### src/rtl/dac_sample_pacer.sv
// rtl/dac_sample_pacer.sv - paced sample FIFO feeding the DAC code register at a programmable period
module dac_sample_pacer #(
    parameter int DEPTH = 8,
    parameter int DIV_W = 16
) (
    input  logic                     clk,
    input  logic                     reset,
    input  logic                     enable,
    input  logic [DIV_W-1:0]         div,
    input  logic [9:0]               in_data,
    input  logic                     in_valid,
    output logic                     in_ready,
    output logic [9:0]               dac_d,
    output logic                     dac_strobe,
    output logic [$clog2(DEPTH):0]   level,
    output logic                     underflow,
    input  logic                     clr_underflow
);

    localparam int PW = $clog2(DEPTH);
    localparam int LW = $clog2(DEPTH) + 1;
    localparam logic [LW-1:0] FULL_LEVEL = LW'(DEPTH);

    logic [9:0]       r_mem [DEPTH];
    logic [PW-1:0]    r_wr_ptr;
    logic [PW-1:0]    r_rd_ptr;
    logic [LW-1:0]    r_level;
    logic [DIV_W-1:0] r_cnt;
    logic [9:0]       r_dac;
    logic             r_strobe;
    logic             r_underflow;

    logic             w_empty;
    logic             w_full;
    logic             w_tick;
    logic             w_push;
    logic             w_pop;
    logic [LW-1:0]    w_level_nxt;

    assign w_empty = (r_level == '0);
    assign w_full  = (r_level == FULL_LEVEL);
    assign w_tick  = enable && (r_cnt >= div);
    assign w_push  = in_valid && !w_full;
    // A tick on an empty FIFO never pops, even if a push lands in the same cycle.
    assign w_pop   = w_tick && !w_empty;

    assign in_ready   = !w_full;
    assign dac_d      = r_dac;
    assign dac_strobe = r_strobe;
    assign level      = r_level;
    assign underflow  = r_underflow;

    always_comb begin
        w_level_nxt = r_level;
        case ({w_push, w_pop})
            2'b10:   w_level_nxt = r_level + LW'(1);
            2'b01:   w_level_nxt = r_level - LW'(1);
            default: w_level_nxt = r_level;
        endcase
    end

    always_ff @(posedge clk) begin
        if (w_push) begin
            r_mem[r_wr_ptr] <= in_data;
        end
    end

    always_ff @(posedge clk or posedge reset) begin
        if (reset) begin
            r_wr_ptr <= '0;
            r_rd_ptr <= '0;
            r_level  <= '0;
        end else begin
            if (w_push) begin
                r_wr_ptr <= r_wr_ptr + PW'(1);
            end
            if (w_pop) begin
                r_rd_ptr <= r_rd_ptr + PW'(1);
            end
            r_level <= w_level_nxt;
        end
    end

    always_ff @(posedge clk or posedge reset) begin
        if (reset) begin
            r_cnt <= '0;
        end else if (!enable) begin
            r_cnt <= '0;
        end else if (w_tick) begin
            r_cnt <= '0;
        end else begin
            r_cnt <= r_cnt + DIV_W'(1);
        end
    end

    always_ff @(posedge clk or posedge reset) begin
        if (reset) begin
            r_dac       <= '0;
            r_strobe    <= 1'b0;
            r_underflow <= 1'b0;
        end else begin
            r_strobe <= w_pop;
            if (w_pop) begin
                r_dac <= r_mem[r_rd_ptr];
            end
            if (w_tick && w_empty) begin
                r_underflow <= 1'b1;
            end else if (clr_underflow) begin
                r_underflow <= 1'b0;
            end
        end
    end

endmodule

### config.mk
export PLATFORM = sky130hd
export DESIGN_NAME = dac_sample_pacer
export DESIGN_NICKNAME = d
export VERILOG_FILES = /design/src/rtl/dac_sample_pacer.sv
export SDC_FILE = /design/constraint.sdc
export NUM_CORES = 1
export LEC_CHECK = 0
export CAP_MARGIN = 30
export CORE_MARGIN = 2
export CORE_UTILIZATION = 51
export DETAILED_ROUTE_END_ITERATION = 8
export PLACE_DENSITY = 0.85
export RECOVER_POWER = 50
export SLEW_MARGIN = 20
export SYNTH_ARGS = -nofsm -noshare
export SYNTH_HDL_FRONTEND = slang
export SYNTH_SLANG_ARGS = --single-unit
### constraint.sdc
create_clock -name clk -period 2.83 [get_ports clk]
set_input_delay 0.7075 -clock clk [delete_from_list [all_inputs] [get_ports clk]]
set_output_delay 0.7075 -clock clk [all_outputs]
set_load 0.02 [all_outputs]
==> results.md, run 1 <==
- Outcome: finished, final reports clean
- Detailed placer's ending HPWL: ~6.2 mm
- Upper clock frequency limit: between 300 and 400 MHz
- Area inside the core boundary: ~10000 sq um
- Largest vdd supply drop: around 0.39 mV
- Final critical-path share of the clock period: roughly 100%
- Clock period minus final worst setup slack: 2.75 ns
- Post-Place Cells: 526
- Avg Inst Size Synth: roughly 15 sq um
- Type of the worst setup path: register to register
- DRC violation total after the first TritonRoute iteration: about 200
- Final setup violation count: 0
- Top-level I/O count: 48
- Overall power: around 5 mW
- Post-synthesis sequential element count: 118
- TritonRoute pass-1 iters: 4
- Synth top area cells: edfxtp_1 47%, dfrtp_1 19%, mux4_2 8.8%
- Highest Signal Layer: met4
- Critical path launch point type: register
- Post-route DRC: 0
- Final Hold Slack: ~0.52 ns
- Nets: ~470
- Aggregate negative setup slack: 0 ns
- Routability congestion estimate from global placement: 0.821
- Number of antenna violations at the first check in global routing: 0
- Worst path arrival time: about 3.2 ns
- Buffers added on ports: between 40 and 50
- Area of all placed cells without fillers: between 6000 and 7000 sq um
- Cell taking the most area after synthesis: edfxtp_1
- WL per Instance: approximately 19 microns
- Post-CTS Hold Fix Bufs: 0
- Finished Layout Cells: roughly 560
- Maximum net fanout on the critical path: 5
- Worst min-delay path class: register to register
- Number of buffers created by CTS: 17
- Share of final-layout standard cells stronger than drive strength 1: 24.9%
- Total inserted antenna cells: 0
- Clock latency at the later pin of the worst-skew pair: 0.53 ns
- Cell variety after synth: 34
- ANT nets after route: 0
- Clock skew after layout: about 0.0079 ns
- H-tree levels: 4
- Synth warn: 0
- Number of synthesized flops with an enable pin: 80
- Met2 layer wire length in the routed design: roughly 5.9 mm
- Global-route wire length before repair: 16.5 mm
- Syn Std Cell Area: about 5100 sq um
- CTS tree: done
- FP Rows: 36
- DRT met1 WL: roughly 4.2 mm
- Post-place setup slack: -0.724 ns
- Final Hold Fails: 0
- Maximum number of pins on one net before global-route repair: 39
- Area share of the largest cell type after synthesis: a little under half
- Total grt overflow: 0
- Clock transition at path regs: 0.06 ns
- Setup slack after layout: between 0.07 and 0.08 ns
- Length of routed met3 wiring: between 500 and 600 microns
- RSZ-0062 raised after global routing: true
- Floorplan die area: 10800 sq um
- Measured slew at the worst slew-check pin: approximately 1 ns
- Via count of the first global-routing pass: between 3000 and 4000
- Net count after synthesis: roughly 390
- Number of vias per cell after detailed routing: about 5.5
- Count leader, synth: edfxtp_1
- Area growth syn-to-layout: 29.7%
- Clock root buffer: clkbuf_8
- Required arrival time at the worst endpoint: between 3 and 4 ns
- Post-synthesis cell count: 337
- Horizontal die dimension: a little over 100 microns
- Initial cell density of the core: a little over half
- Leakage power: 2.56 nW
- Cell Area, Placed: about 5900 sq um
- Overall fraction of global-route tracks in use: around a fifth
- Final WL: around 11 mm
- Fin util: between 60% and 70%
- Routed via count: 3063
- Most numerous cell types in the synthesized netlist: 80 x edfxtp_1, 38 x dfrtp_1, 37 x nor2_1
- Ys async rst share: around a third
- Slew HR: between 30% and 40%
- Worst-case clock buffer depth: 2
- Sequential share of the synthesized area: ~66%
- Total clock sinks: 118
- CP Capture Type: register
- Most used flip-flop cell after synthesis: edfxtp_1
- Power density cells: roughly 760 nW/um^2
- Max-cap violations: 0
- Number of slew-limit violations in the final report: 0
- Die Span Y: between 100 and 150 microns
==> cells by family (layout without fill, tap and decap cells) <==
logic type | after synthesis | count (layout) | share of synthesized area, %
flip-flops | 118 | 118 | 65.8
AND/OR/NAND/NOR | 86 | 86 | 7.71
multiplexers | 32 | 32 | 11.2
buffers and inverters | 31 | 120 | 2.70
AO/OA/AOI/OAI | 26 | 26 | 3.19
adder cells (fa/ha/maj) | 23 | 23 | 5.79
XOR/XNOR | 21 | 21 | 3.61
==> power by group <==
group | total (mW) | switching, mW | internal [mW]
Sequential | 2.21 | 0.122 | 2.09
Combinational | 0.761 | 0.412 | 0.348
Clock | 2.04 | 0.785 | 1.25
Total | 5.01 | 1.32 | 3.69
==> final timing paths <==
check | start | end | slack, ns | depth (start not counted)
worst max register to register | r_cnt[8]$_DFF_PP0_ | level[3]$_DFFE_PP0P_ | 0.08 | 12
min in group asynchronous | reset | level[0]$_DFFE_PP0P_ | 0.97 | 3
max in group asynchronous | reset | r_rd_ptr[0]$_DFFE_PP0P_ | 1.23 | 3
worst min-delay path | dac_d[5]$_DFFE_PP0P_ | dac_d[5]$_DFFE_PP0P_ | 0.52 | 2
worst max-delay path | r_cnt[8]$_DFF_PP0_ | level[3]$_DFFE_PP0P_ | 0.08 | 12
worst min register to register | dac_d[5]$_DFFE_PP0P_ | dac_d[5]$_DFFE_PP0P_ | 0.52 | 2
==> cell type report <==
type | instances | area [sq um]
Sequential cell | 118 | 3350
Fill cell | 629 | 3120
Multi-Input combinational cell | 188 | 1810
Timing Repair Buffer | 65 | 631
Clock buffer | 17 | 414
Tap cell | 133 | 166
Clock inverter | 15 | 154
Inverter | 23 | 86.3
==> flip-flops by register name, indices dropped and copies added (netlist names) <==
signal	flops
dac_d	10
r_rd_ptr	3
r_cnt	16
underflow	1
level	4
r_wr_ptr	3
r_mem	80
dac_strobe	1
==> routing by layer <==
| layer | up-vias | GRT usage (%) |
|---|---|---|
| met4 | 0 | 7.82 |
| met1 | 1551 | 23.2 |
| met2 | 96 | 36.9 |
| met3 | 21 | 6.02 |
| li1 | 1395 | - |
| met5 | - | 0 |
==> critical path: stages (launching register included) <==
cell and delay [ns]:
dfrtp_1 0.44, ha_1 0.31, nand4_1 0.17, nor3_2 0.28
a311oi_4 0.15, a21oi_2 0.25, ha_4 0.19, ha_4 0.19
a21o_1 0.16, a21oi_2 0.12, xnor2_1 0.12, nor2_1 0.07
xor2_1 0.16
==> repair_timing <==
action / 4_1_cts / 5_1_grt
gates resized for setup: 20 / 27
pin swaps: 14 / 15
setup endpoints to repair: 3 / 3
buffers inserted: 0 / 1
==> cells in the final DEF, fill, tap and decap left out, types with 12 or more instances in the layout <==
master | netlist | layout
edfxtp_1 | 80 | 80
dfrtp_1 | 38 | 38
nor2_1 | 37 | 37
mux4_2 | 20 | 20
clkdlybuf4s50_1 | 0 | 20
nand2_1 | 17 | 17
clkbuf_16 | 0 | 16
buf_4 | 1 | 15
a21oi_1 | 15 | 13
ha_4 | 0 | 13
xor2_1 | 12 | 12
inv_2 | 0 | 12
Power figures use the tool's default switching activity.
==> inputs of run 2 (changes only) <==
--- a/config.mk
+++ b/config.mk
@@ -6,7 +6,7 @@
 export NUM_CORES = 1
 export LEC_CHECK = 0
 export CAP_MARGIN = 30
-export CORE_MARGIN = 2
+export CORE_MARGIN = 5
 export CORE_UTILIZATION = 51
 export DETAILED_ROUTE_END_ITERATION = 8
 export PLACE_DENSITY = 0.85
==> run 2 against run 1 <==
Against the previous run:
- critical path depth grew 1
- combinational power grew 2.8%
- count of clock-buffer cells in the layout grew 2
- via count up 2.9%
- non-clock buffer count up 6
- first-iteration DRC count up 45%
- critical path type unchanged
- highest routed layer unchanged
==> results.md, run 2 (synthesized netlist as in run 1, its figures left out) <==
- Outcome: finished, final reports clean
- Number of slew-limit violations in the final report: 0
- Slew HR: between 30% and 40%
- Top library cells by usage in the layout, fill and taps aside: 80 x edfxtp_1, 38 x dfrtp_1, 36 x nor2_1
- Largest vdd supply drop: 0.579 mV
- Top-level I/O count: 48
- Delay contributed by the slowest stage of the critical path: approximately 0.40 ns
- Buffers added on ports: between 40 and 50
- Area inside the core boundary: between 9000 and 10000 sq um
- Source of the worst register-to-register timing path: r_cnt[0]$_DFF_PP0_
- Required arrival time at the worst endpoint: 3.23 ns
- CTS tree: done
- Clock period minus final worst setup slack: 2.78 ns
- Die Span Y: ~110 microns
- Critical-path cell with the highest stage delay: a2111o_1
- Cell Area, Placed: a little under 6000 sq um
- FP Rows: 36
- Measured slew at the worst slew-check pin: just over 1 ns
- TritonRoute pass-1 iters: 5
- Largest register by flop count: r_mem
- Power density cells: about 770 nW/um^2
- Number of vias per cell after detailed routing: approximately 5.6
- Worst Reg-to-Reg Cells: 13
- Endpoint of the worst hold path: level[3]$_DFFE_PP0P_
- Critical path launch point type: register
- Final WL: between 10 and 15 mm
- Detailed placer's ending HPWL: between 6 and 7 mm
- Clock skew after layout: 0.0114 ns
- Total clock sinks: roughly 120
- Fin util: between 60% and 70%
- Max-cap violations: 0
- Global-route wire length before repair: 17.8 mm
- Clock latency at the later pin of the worst-skew pair: 0.53 ns
- HP Start: level[3]$_DFFE_PP0P_
- ANT nets after route: 0
- Worst min-delay path class: register to register
- Total grt overflow: 0
- Initial cell density of the core: between 50 and 60%
- Buffers and inverters on the worst path: 1
- DRC violation total after the first TritonRoute iteration: about 290
- Final setup violation count: 0
- Kind of cell with the highest combined delay on the critical path: compound AO/OA/AOI/OAI gates
- Upper clock frequency limit: 359 MHz
- Cell breakdown of the critical path: inv_2 > ha_4 > nand2b_4 > a2111o_1 > a311oi_4 > a21oi_4 > ha_4 > ha_4 > a21o_1 > a21oi_2 > xnor2_1 > nor2_1 > xor2_1
- H-tree levels: 4
- Filler Cell Count: between 600 and 700
- Final critical-path share of the clock period: approximately 100%
- Final Hold Fails: 0
- Maximum net fanout on the critical path: 3
- End of the worst register-to-register path: level[3]$_DFFE_PP0P_
- Most common cell after layout, fill and taps aside: edfxtp_1
- Worst path arrival time: 3.18 ns
- Horizontal die dimension: approximately 110 microns
- Via count of the first global-routing pass: between 3000 and 4000
- Post-route DRC: 0
- Leakage power: 2.63 nW
- Most frequent cell on the critical path: ha_4
- Number of buffers created by CTS: 17
- Routed via count: between 3000 and 4000
- CP Capture Type: register
- Hold Path Stages: 1
- Number of antenna violations at the first check in global routing: 1
- Clock transition at path regs: roughly 0.050 ns
- Share of final-layout standard cells stronger than drive strength 1: between 20 and 25%
- Routability congestion estimate from global placement: between 0.7 and 0.8
- Area growth syn-to-layout: 31.4%
- Area of all placed cells without fillers: between 6000 and 7000 sq um
- Largest register FFs: 80
- Clock root buffer: clkbuf_8
- Type of the worst setup path: register to register
- Floorplan die area: around 12000 sq um
- Maximum number of pins on one net before global-route repair: 39
- Worst-case clock buffer depth: 2
- R2R Setup Slk: roughly 0.047 ns
- Nets: approximately 470
- WL per Instance: between 20 and 25 microns
- Overall fraction of global-route tracks in use: approximately a fifth
-- run 2: changes by cell type in the layout (fill, tap and decap cells not counted), sizes merged --
cell	previous run	this run
dlymetal6s2s	10	13
clkbuf	19	21
inv	26	24
clkinv	7	5
diode	0	1
bufinv	2	4
buf	16	22
dlygate4sd2	5	2
-- run 2: routing by layer --
| metal | up-vias | share of wire, % | GRT usage (%) |
|---|---|---|---|
| met2 | 117 | 54 | 36.3 |
| met1 | 1598 | 38 | 24.2 |
| li1 | 1416 | - | - |
| met5 | - | 0 | 0 |
| met3 | 22 | 5.7 | 6.70 |
| met4 | 0 | 2.5 | 6.77 |
-- run 2: cell type report --
cell class	count	area, sq um	area share (%)
antenna	1	2.50	0.0373
clock buffer	19	422	6.29
clock inverter	13	179	2.67
inverter	23	86.3	1.29
multi-input combinational	188	1820	27.1
sequential	118	3350	50.0
tap	133	166	2.48
timing repair buffer	71	674	10.1
-- run 2: worst max-delay path by stage --
| stage | from | to | depth (start not counted) |
|---|---|---|---|
| after floorplan | div[0] | level[3]$_DFFE_PP0P_ | 13 |
| after global placement | div[0] | level[3]$_DFFE_PP0P_ | 13 |
| after detailed placement | div[0] | level[3]$_DFFE_PP0P_ | 13 |
| after CTS | r_cnt[0]$_DFF_PP0_ | level[3]$_DFFE_PP0P_ | 13 |
| after global routing | r_cnt[11]$_DFF_PP0_ | level[3]$_DFFE_PP0P_ | 12 |
| final | r_cnt[0]$_DFF_PP0_ | level[3]$_DFFE_PP0P_ | 13 |
-- run 2: what timing repair did --
| item | 4_1_cts | 5_1_grt |
|---|---|---|
| buffers inserted | 2 | 4 |
| gates cloned | 0 | 0 |
| endpoints found under the hold margin | 0 | 0 |
| pin swaps | 12 | 22 |
| setup endpoints to repair | 3 | 3 |
| gates resized for setup | 16 | 31 |
| hold buffers | 0 | 0 |
-- run 2: per-stage QoR --
step / TNS, ns / std cells / total power, mW / hold WS (ns) / worst slack (ns)
floorplan: -0.557 / 337 / 2.65 / 0.449 / -0.336
global placement: -3.62 / 528 / 2.94 / 0.509 / -0.649
detailed placement: -6.50 / 528 / 3.00 / 0.512 / -0.761
CTS: -0.0486 / 561 / 5.18 / 0.517 / -0.0486
global route: -0.0921 / 566 / 5.37 / 0.552 / -0.0914
finish: 0 / 566 / 5.17 / 0.527 / 0.0471
-- run 2: worst register-to-register path, delay by kind of cell (launching register included) --
| kind | cells | cell delay, ns |
|---|---|---|
| DFF | 1 | 0.39 |
| adders and majority gates | 3 | 0.58 |
| xor gates and xnor gates | 2 | 0.28 |
| buffers and inverters | 1 | 0.07 |
| AOI/OAI and AO/OA | 5 | 1.13 |
| and+or+nand+nor | 2 | 0.22 |
-- run 2: report_power, final --
part / switching (mW) / internal (mW) / total [mW] / leakage [nW]
Sequential: 0.133 / 2.09 / 2.22 / 1.24
Combinational: 0.428 / 0.354 / 0.782 / 1.11
Clock: 0.743 / 1.42 / 2.17 / 0.286
==> inputs of run 3 (changes only) <==
--- a/config.mk
+++ b/config.mk
@@ -9,9 +9,9 @@
 export CORE_MARGIN = 5
 export CORE_UTILIZATION = 51
 export DETAILED_ROUTE_END_ITERATION = 8
-export PLACE_DENSITY = 0.85
+export PLACE_DENSITY = 0.75
 export RECOVER_POWER = 50
-export SLEW_MARGIN = 20
+export SLEW_MARGIN = 40
 export SYNTH_ARGS = -nofsm -noshare
 export SYNTH_HDL_FRONTEND = slang
 export SYNTH_SLANG_ARGS = --single-unit
==> run 3 against run 2 <==
Against the previous run:
- global-route usage shrank 2.1 points
- first-iteration DRC count shrank 43%
- worst hold slack lost 0.0080 ns
- final cell count shrank 0.18%
- maximum frequency grew 1.5%
- sequential power is essentially flat
- clock skew shrank 0.0050 ns
- critical endpoint unchanged
- design area shrank 0.52%
==> results.md, run 3 (synthesized netlist as in run 1, its figures left out) <==
- Post-route DRC: 0
- Overall fraction of global-route tracks in use: 18.6%
- Slew HR: roughly a third
- Hold Path Stages: 1
- Overall power: roughly 5.0 mW
- Clock power share: approximately two fifths
- Final setup violation count: 0
- Capture point of the critical path: level[3]$_DFFE_PP0P_
- Floorplan die area: between 10000 and 15000 sq um
- Source of the worst register-to-register timing path: r_cnt[0]$_DFF_PP0_
- Routability congestion estimate from global placement: around 0.8
- Number of antenna violations at the first check in global routing: 0
- Worst min-delay path class: register to register
- Final critical-path share of the clock period: between 90 and 100%
- Die Span Y: 110 microns
- Clock period minus final worst setup slack: roughly 2.7 ns
- Number of slew-limit violations in the final report: 0
- Worst path arrival time: about 3.1 ns
- Switching power total: around 1.4 mW
- Number of vias per cell after detailed routing: 5.33
- Post-Place Cells: about 530
- Global-route wire length before repair: between 15 and 20 mm
- FP Rows: 36
- Leakage power: about 2.6 nW
- Upper clock frequency limit: between 300 and 400 MHz
- Share of final-layout standard cells stronger than drive strength 1: approximately 25%
- Post-place setup slack: -0.778 ns
- Sequential share of power: roughly 44%
- Maximum net fanout on the critical path: 3
- Routed via count: between 3000 and 4000
- Maximum number of pins on one net before global-route repair: 39
- Worst Reg-to-Reg Cells: 13
- DRC violation total after the first TritonRoute iteration: around 170
- Final Hold Fails: 0
- Measured slew at the worst slew-check pin: 0.998 ns
- Type of the worst setup path: register to register
- Setup slack after layout: between 0.08 and 0.09 ns
- TritonRoute pass-1 iters: 4
- H-tree levels: 4
- Switching share of power: roughly 28%
- Filler Cell Count: 650
- Final Hold Slack: between 0.5 and 0.6 ns
- Via count of the first global-routing pass: 3303
- Clock root buffer: clkbuf_8
- Worst-case clock buffer depth: 2
- R2R Setup Slk: between 0.08 and 0.09 ns
- Clock latency at the later pin of the worst-skew pair: 0.51 ns
- Clock skew after layout: roughly 0.0065 ns
- Top library cells by usage in the layout, fill and taps aside: 80 x edfxtp_1, 38 x dfrtp_1, 36 x nor2_1
- Total clock sinks: around 120
- Largest register FFs: 80
- Total inserted antenna cells: 0
- Largest register by flop count: r_mem
- Finished Layout Cells: 565
- Clock transition at path regs: around 0.06 ns
- Final WL: a little over 10 mm
- Nets: approximately 470
- WL per Instance: around 18 microns
- Critical path launch point type: register
- CTS tree: done
- Detailed placer's ending HPWL: 6.35 mm
- Launching element of the worst setup path: r_cnt[0]$_DFF_PP0_
- Largest vdd supply drop: 0.491 mV
- Internal portion of total power: about 3.6 mW
- Top-level I/O count: 48
- Most common cell after layout, fill and taps aside: edfxtp_1
- Area inside the core boundary: between 9000 and 10000 sq um
- Horizontal die dimension: between 100 and 150 microns
- Buffers added on ports: 47
- Initial cell density of the core: 52.2%
- Number of buffers created by CTS: 17
- Max-cap violations: 0
- Combinational fraction of design power: between 10% and 20%
- End of the worst register-to-register path: level[3]$_DFFE_PP0P_
- Power density cells: around 750 nW/um^2
- Total grt overflow: 0
- Fin util: around two thirds
- CP Capture Type: register
- ANT nets after route: 0
- Required arrival time at the worst endpoint: between 3 and 4 ns
- Post-CTS Hold Fix Bufs: 0
- Area growth syn-to-layout: 30.7%
- RSZ-0062 raised after global routing: true
- Outcome: finished, final reports clean
-- run 3: cell types whose count changed in the layout (fill, tap and decap cells not counted), moves of 2 or more --
cell,previous run,this run
clkinv_8,0,2
inv_6,1,4
clkbuf_1,3,1
bufinv_16,4,0
clkinv_2,3,0
inv_8,0,6
-- run 3: worst min-delay path by stage --
stage	slack, ns	from	endpoint
floorplan	0.45	r_cnt[0]$_DFF_PP0_	r_cnt[0]$_DFF_PP0_
global placement	0.50	r_wr_ptr[0]$_DFFE_PP0P_	r_wr_ptr[0]$_DFFE_PP0P_
detailed placement	0.51	level[3]$_DFFE_PP0P_	level[3]$_DFFE_PP0P_
CTS	0.52	level[3]$_DFFE_PP0P_	level[3]$_DFFE_PP0P_
global route	0.55	level[3]$_DFFE_PP0P_	level[3]$_DFFE_PP0P_
finish	0.52	level[3]$_DFFE_PP0P_	level[3]$_DFFE_PP0P_
-- run 3: timing repair --
action                                  in CTS  in global routing
pin swaps                                   15                 18
resized for setup                           24                 23
endpoints found under the setup margin       3                  3
setup buffers                                3                  2
-- run 3: final cells by class --
class	instances	area, sq um	area share (%)
clock buffers	17	414	6.21
clock inverters	15	159	2.38
inverters	23	86.3	1.30
multi-input cells	188	1820	27.3
flip-flops and latches	118	3350	50.3
well taps	133	166	2.50
repair buffers	71	671	10.1
-- run 3: per-stage QoR --
step	setup TNS [ns]	instance area, sq um
2_1_floorplan	-0.557	5140
6_report	0	6670
5_1_grt	-0.0235	6670
3_3_place_gp	-4.12	5880
4_1_cts	0	6590
3_5_place_dp	-5.41	5880
-- run 3: routing by layer --
layer  wire [microns]  vias to the layer above  global-route usage [%]
met5                0                        -                       0
met4              184                        0                    8.19
met3              500                       20                    4.19
met2             5550                       72                    32.7
met1             4050                     1512                    21.9
li1                 -                     1410                       -
-- run 3: critical path, cell delays in order (launching register included) --
cell and delay, ns:
dfrtp_1 0.39, inv_2 0.07, ha_4 0.18, nand2b_4 0.13, a2111o_1 0.40, a311oi_4 0.30
a21oi_4 0.11, ha_4 0.19, ha_4 0.22, a21o_1 0.16, a21oi_2 0.12, xnor2_1 0.12
nor2_1 0.07, xor2_1 0.15
-- run 3: power groups by stage --
stage / Combinational (mW) / Sequential, mW / Clock, mW
2_1_floorplan: 0.396 / 2.26 / 0
3_3_place_gp: 0.728 / 2.22 / 0
3_5_place_dp: 0.759 / 2.24 / 0
4_1_cts: 0.776 / 2.20 / 2.06
5_1_grt: 0.831 / 2.22 / 2.15
6_report: 0.760 / 2.20 / 2.03
